### config.mk
export PLATFORM = sky130hd
export DESIGN_NAME = fetch_sequencer
export DESIGN_NICKNAME = d
export VERILOG_FILES = /design/src/rtl/fetch_sequencer.sv
export SDC_FILE = /design/constraint.sdc
export NUM_CORES = 1
export LEC_CHECK = 0
export ABC_AREA = 1
export CORE_MARGIN = 1.5
export CORE_UTILIZATION = 45
export CTS_CLUSTER_DIAMETER = 50
export CTS_CLUSTER_SIZE = 20
export DETAILED_ROUTE_END_ITERATION = 8
export PLACE_DENSITY_LB_ADDON = 0.2
export SYNTH_ARGS = -nofsm -noshare
export SYNTH_HDL_FRONTEND = slang
export SYNTH_SLANG_ARGS = --single-unit
### constraint.sdc
create_clock -name clk -period 4.6 [get_ports clk]
set_clock_uncertainty 0.1 [all_clocks]
set_input_delay 0.92 -clock clk [delete_from_list [all_inputs] [get_ports clk]]
set_output_delay 0.92 -clock clk [all_outputs]
set_load 0.02 [all_outputs]
### src/rtl/fetch_sequencer.sv
// fetch_sequencer: owns the program counter and issues one instruction fetch at a
// time. The returned word is buffered for decode, and PC advances by 4 when decode
// consumes it. A taken branch redirects PC to branch_pc + branch_imm from any state.
// A fetch that is still in flight during a redirect is marked stale (kill) and its
// response is dropped. A misaligned redirect target parks the block in FAULT until reset.
//
// state   | meaning
// --------+--------------------------------------------------------------
// S_BOOT  | first cycle after reset, no request yet
// S_REQ   | request for pc presented on imem, waiting for acceptance
// S_WAIT  | request accepted, waiting for the response (kill marks it stale)
// S_HOLD  | instruction buffered and offered to decode
// S_FAULT | misaligned redirect seen, everything idle until reset
module fetch_sequencer #(
  parameter int ADDRESS_WIDTH = 32,
  parameter int DATA_WIDTH    = 32,
  parameter logic [ADDRESS_WIDTH-1:0] RESET_PC = '0
) (
  input  logic                     clk,
  input  logic                     rst,
  input  logic                     branch_taken,
  input  logic [ADDRESS_WIDTH-1:0] branch_pc,
  input  logic [ADDRESS_WIDTH-1:0] branch_imm,
  output logic                     imem_req_valid,
  input  logic                     imem_req_ready,
  output logic [ADDRESS_WIDTH-1:0] imem_addr,
  input  logic                     imem_rsp_valid,
  input  logic [DATA_WIDTH-1:0]    imem_rsp_data,
  output logic                     instr_valid,
  input  logic                     instr_ready,
  output logic [DATA_WIDTH-1:0]    instr_data,
  output logic [ADDRESS_WIDTH-1:0] instr_pc,
  output logic                     fault,
  output logic [ADDRESS_WIDTH-1:0] fault_pc
);

  typedef enum logic [2:0] {S_BOOT, S_REQ, S_WAIT, S_HOLD, S_FAULT} state_t;

  state_t                   state_q, state_d;
  logic [ADDRESS_WIDTH-1:0] pc_q, pc_d;
  logic                     kill_q, kill_d;
  logic [DATA_WIDTH-1:0]    buf_data_q;
  logic [ADDRESS_WIDTH-1:0] buf_pc_q;
  logic                     buf_load;
  logic                     fault_q, fault_set;
  logic [ADDRESS_WIDTH-1:0] fault_pc_q;
  logic [ADDRESS_WIDTH-1:0] target;
  logic                     redirect_ok, redirect_bad;

  // Carry out of the add is dropped, so the target wraps modulo 2^ADDRESS_WIDTH.
  assign target       = branch_pc + branch_imm;
  assign redirect_ok  = branch_taken && (target[1:0] == 2'b00);
  assign redirect_bad = branch_taken && (target[1:0] != 2'b00);

  assign fault    = fault_q;
  assign fault_pc = fault_pc_q;

  // Next-state, PC update and output decode; a redirect always wins over the +4 advance
  always_comb begin
    state_d        = state_q;
    pc_d           = pc_q;
    kill_d         = kill_q;
    buf_load       = 1'b0;
    fault_set      = 1'b0;
    imem_req_valid = 1'b0;
    imem_addr      = pc_q;
    instr_valid    = 1'b0;
    instr_data     = '0;
    instr_pc       = '0;

    case (state_q)
      S_BOOT: begin
        if (redirect_ok) pc_d = target;
        state_d = S_REQ;
      end
      S_REQ: begin
        imem_req_valid = 1'b1;
        if (redirect_ok) pc_d = target;
        // If the old address is accepted in a redirect cycle, its response is stale.
        if (imem_req_ready) begin
          state_d = S_WAIT;
          kill_d  = redirect_ok;
        end
      end
      S_WAIT: begin
        if (redirect_ok) pc_d = target;
        if (imem_rsp_valid) begin
          kill_d = 1'b0;
          if (kill_q || redirect_ok) begin
            state_d = S_REQ;
          end else begin
            buf_load = 1'b1;
            state_d  = S_HOLD;
          end
        end else if (redirect_ok) begin
          kill_d = 1'b1;
        end
      end
      S_HOLD: begin
        instr_valid = 1'b1;
        instr_data  = buf_data_q;
        instr_pc    = buf_pc_q;
        if (redirect_ok) begin
          pc_d    = target;
          state_d = S_REQ;
        end else if (instr_ready) begin
          pc_d    = pc_q + ADDRESS_WIDTH'(4);
          state_d = S_REQ;
        end
      end
      S_FAULT: begin
        imem_addr = '0;
      end
      default: begin
        state_d = S_FAULT;
      end
    endcase

    // A misaligned target overrides everything else, including an in-flight response.
    if (state_q != S_FAULT && redirect_bad) begin
      fault_set = 1'b1;
      buf_load  = 1'b0;
      pc_d      = pc_q;
      state_d   = S_FAULT;
    end
  end

  // State, PC, kill flag, instruction buffer and sticky fault registers
  always_ff @(posedge clk or posedge rst) begin
    if (rst) begin
      state_q    <= S_BOOT;
      pc_q       <= RESET_PC;
      kill_q     <= 1'b0;
      buf_data_q <= '0;
      buf_pc_q   <= '0;
      fault_q    <= 1'b0;
      fault_pc_q <= '0;
    end else begin
      state_q <= state_d;
      pc_q    <= pc_d;
      kill_q  <= kill_d;
      if (buf_load) begin
        buf_data_q <= imem_rsp_data;
        buf_pc_q   <= pc_q;
      end
      if (fault_set) begin
        fault_q    <= 1'b1;
        fault_pc_q <= target;
      end
    end
  end

endmodule

==> metrics.json <==
{
  "route": {
    "num_vias": 9113,
    "route.final.wire_length_mm": 26.01,
    "drt_iter0_drc": 588,
    "met1_length_mm": 11.42,
    "residual_antenna_violating_net_count_after_detailed_routing": 0,
    "routed-wl-met2_mm": 12.01,
    "drt-pass1-iter-count": 5,
    "vias_per_cell": 4.902,
    "drcViolationCount": 0,
    "avgRoutedWirePerCell_um": 13.99,
    "routed-wl-met3_mm": 2.062,
    "routed.top_layer": "met4"
  },
  "final_layout": {
    "filler_cell_count": 1843,
    "layout.cell_area.non_filler_mm2": 0.01210,
    "final-seq-area_mm2": 0.003328,
    "antenna-diode-count": 0,
    "flow.area_growth_from_synthesis_pct": 34.17,
    "post_layout_nonfiller_instances": 1859,
    "layout.nets": 1716,
    "area_of_combinational_cells_with_multiple_inputs_mm2": 0.004588,
    "drive_above_1_share": 0.04768
  },
  "timing": {
    "setup_total_negative_slack_ps": 0,
    "timing.final.max_slew_violations": 0,
    "post-route-period-util": 0.7880,
    "rsz0062_at_grt": "false",
    "timing_worst_slew_pin_value_ps": 975.7,
    "setup_viol_count_final": 0,
    "finalHoldViolations": 0,
    "max-slew-margin-rel": 0.3488,
    "layout_min_cycle_time_ps": 3625,
    "final.setup.worst_slack_ps": 975.3,
    "max_freq_mhz": 275.9
  },
  "die": {
    "core.rowCount": 51,
    "boundaryPins": 233,
    "floorplan.core_area_mm2": 0.01953,
    "initial_core_util": 0.4617,
    "die_area_mm2": 0.02089,
    "fp.dieH_um": 144.6,
    "die-width_um": 144.6
  },
  "cts": {
    "clkTransAtPathRegs_ps": 60,
    "cts_post_setup_buffers_inserted": 0,
    "cts_inserted_buffers": 17,
    "htreeDepth": 4,
    "cts_hold_repair.buffers": 0,
    "cts.root.buffer_cell": "clkbuf_16",
    "clkSinkCount": 133,
    "insertion_delay_to_the_later_sink_of_the_worst_skew_pair_ps": 430,
    "max-clock-path-buffers": 2,
    "cts_resized": 0,
    "cts_tree": "done"
  },
  "synthesis": {
    "yosys_warnings": 0,
    "mean_post_synth_cell_area_um2": 6.634,
    "synth_nets": 1494,
    "synthDominantAreaCellType": "dfrtp_1",
    "synth.yosys.seq_area_share": 0.3691,
    "flip_flop_cell_with_the_highest_count_after_synthesis": "dfrtp_1",
    "number_of_flops_mapped_to_enable_cells_by_yosys": 0,
    "async_flop_share": 1.000,
    "synth_top_cells_by_area": "dfrtp_1, nand2_1, inv_1, nor2_1, ha_1",
    "synthCells": 1359,
    "synth.distinct_cells": 38,
    "synth_largest_type_area_fraction": 0.3691,
    "synth-seq-cells": 133,
    "syn_area_mm2": 0.009016
  },
  "worst_setup_path": {
    "crit_arrival_ps": 2600,
    "critical-path-max-stage-delay_ps": 710,
    "worst-path-buf-inv": 2,
    "worstSetupEndpointType": "output pin",
    "cp.required_ps": 3580,
    "crit_path_cell_trace": "nor2_1 > nand2_2 > inv_1 > nor2_1 > clkdlybuf4s50_1",
    "cpLargestDelayFamily": "buffers and inverters",
    "critPathLaunchType": "flop",
    "critPathMostFrequentCell": "nor2_1",
    "worstPathMaxFanout": 32,
    "crit_path_top_delay_cell": "inv_1",
    "setup.worst_path.class": "flop to output pin"
  },
  "placement": {
    "postPlaceCellArea_mm2": 0.01152,
    "place_congestion": 0.8918,
    "placedCellCount": 1827,
    "placement.io_buffers": 232,
    "dp_hpwl_mm": 20.42,
    "setup_slack_at_placement_ps": 744.1
  },
  "global_routing": {
    "wire_length_of_the_first_global_routing_pass_mm": 41.20,
    "grt_antenna_before_repair": 0,
    "grt_util_all_layers": 0.2530,
    "globalRoute.totalOverflow": 0,
    "vias_in_the_first_global_route": 8428,
    "maximum_number_of_pins_on_one_net_before_global_route_repair": 109
  },
  "pwr": {
    "cellLeakagePower_nw": 6.183,
    "vdd_ir_drop_max_v": 0.0001968,
    "power_density_mw_per_mm2": 370.5
  },
  "hold_path": {
    "min_path_type": "flop to flop"
  },
  "outcome": {
    "run_status": "completed"
  },
  "flow_run": {
    "drv.max_cap_violation_count": 0
  }
}
[registers in the layout, indices dropped and copies added, names as in the netlist]
| register | count |
|---|---|
| buf_data_q | 32 |
| pc_q | 32 |
| fault_pc | 32 |
| state_q | 3 |
| kill_q | 1 |
| buf_pc_q | 32 |
| fault | 1 |
[through the flow]
step	power [mW]	util	hold WS (ps)
floorplan	2.473	-	336.1
global placement	3.138	0.5900	359.8
detailed placement	3.162	0.5900	365.7
CTS	4.503	0.6195	379.5
global route	4.745	0.6195	396.1
finish	4.481	0.6195	377.8
[path summary, 6_finish.rpt]
| kind | start | end | slack, ps | cells past startpoint |
|---|---|---|---|---|
| min reg2reg | pc_q[1] | pc_q[1] | 380 | 2 |
| max reg2reg | state_q[1] | buf_data_q[16] | 2250 | 9 |
| min | pc_q[1] | pc_q[1] | 380 | 2 |
| max | state_q[1] | imem_addr[14] | 980 | 5 |
| max in group asynchronous | rst | buf_data_q[26] | 2710 | 3 |
| min in group asynchronous | rst | buf_data_q[10] | 920 | 2 |
[cells by family after synthesis]
| family | after synthesis | synth area share |
|---|---|---|
| flip-flops | 133 | 0.3691 |
| XOR/XNOR | 27 | 0.02623 |
| AND/OR/NAND/NOR | 735 | 0.3331 |
| buffers and inverters | 266 | 0.1228 |
| AO/OA/AOI/OAI | 165 | 0.1021 |
| adder cells (fa/ha/maj) | 33 | 0.04663 |
[cell type report]
class | instances | share of cell area
clock buffer | 20 | 0.03693
clock inverter | 12 | 0.01076
timing repair buffer | 240 | 0.1990
tap | 265 | 0.02741
multi-input combinational | 960 | 0.3793
inverter | 229 | 0.07147
sequential | 133 | 0.2751
[cells in the final DEF, fill, tap and decap left out, drive strengths merged]
cell	n
and3	1
buf	8
dfrtp	133
or2	2
o211ai	2
clkdlybuf4s50	232
fa	1
o221ai	1
a22oi	10
nand2	406
o22ai	1
and2	2
o21bai	3
a21o	2
nor2	224
a31oi	2
xnor2	13
bufinv	2
nor3	18
nand3	62
o21ai	69
inv	230
nand3b	6
clkinv	4
a21oi	75
nand4	14
clkinvlp	5
xor2	14
clkbuf	20
ha	32
[Yosys cell counts, drive strengths merged, types with 13 or more instances]
| master | number |
|---|---|
| xor2 | 14 |
| xnor2 | 13 |
| clkbuf | 15 |
| buf | 22 |
| nand4 | 14 |
| o21ai | 69 |
| inv | 229 |
| a21oi | 75 |
| nor3 | 18 |
| nor2 | 224 |
| dfrtp | 133 |
| nand3 | 62 |
| nand2 | 406 |
| ha | 32 |
[where the power goes]
part	internal [mW]	total [mW]	switching [mW]
clock	0.810	1.33	0.521
combinational	0.640	1.52	0.880
sequential	1.43	1.63	0.196
[layer usage]
metal	track usage	vias to the layer above
met3	0.04570	38
met4	0.08453	0
met1	0.3299	4097
met5	0	-
li1	-	4656
met2	0.4233	322
[worst reg2reg max path: cells and delay by family, from the launching register on]
family	cells	cell delay [ps]
AND/OR/NAND/NOR	6	1130
flip-flops	1	430
AO/OA/AOI/OAI	1	50
buffers and inverters	2	510
No activity file was read; power rests on OpenSTA's default activity.
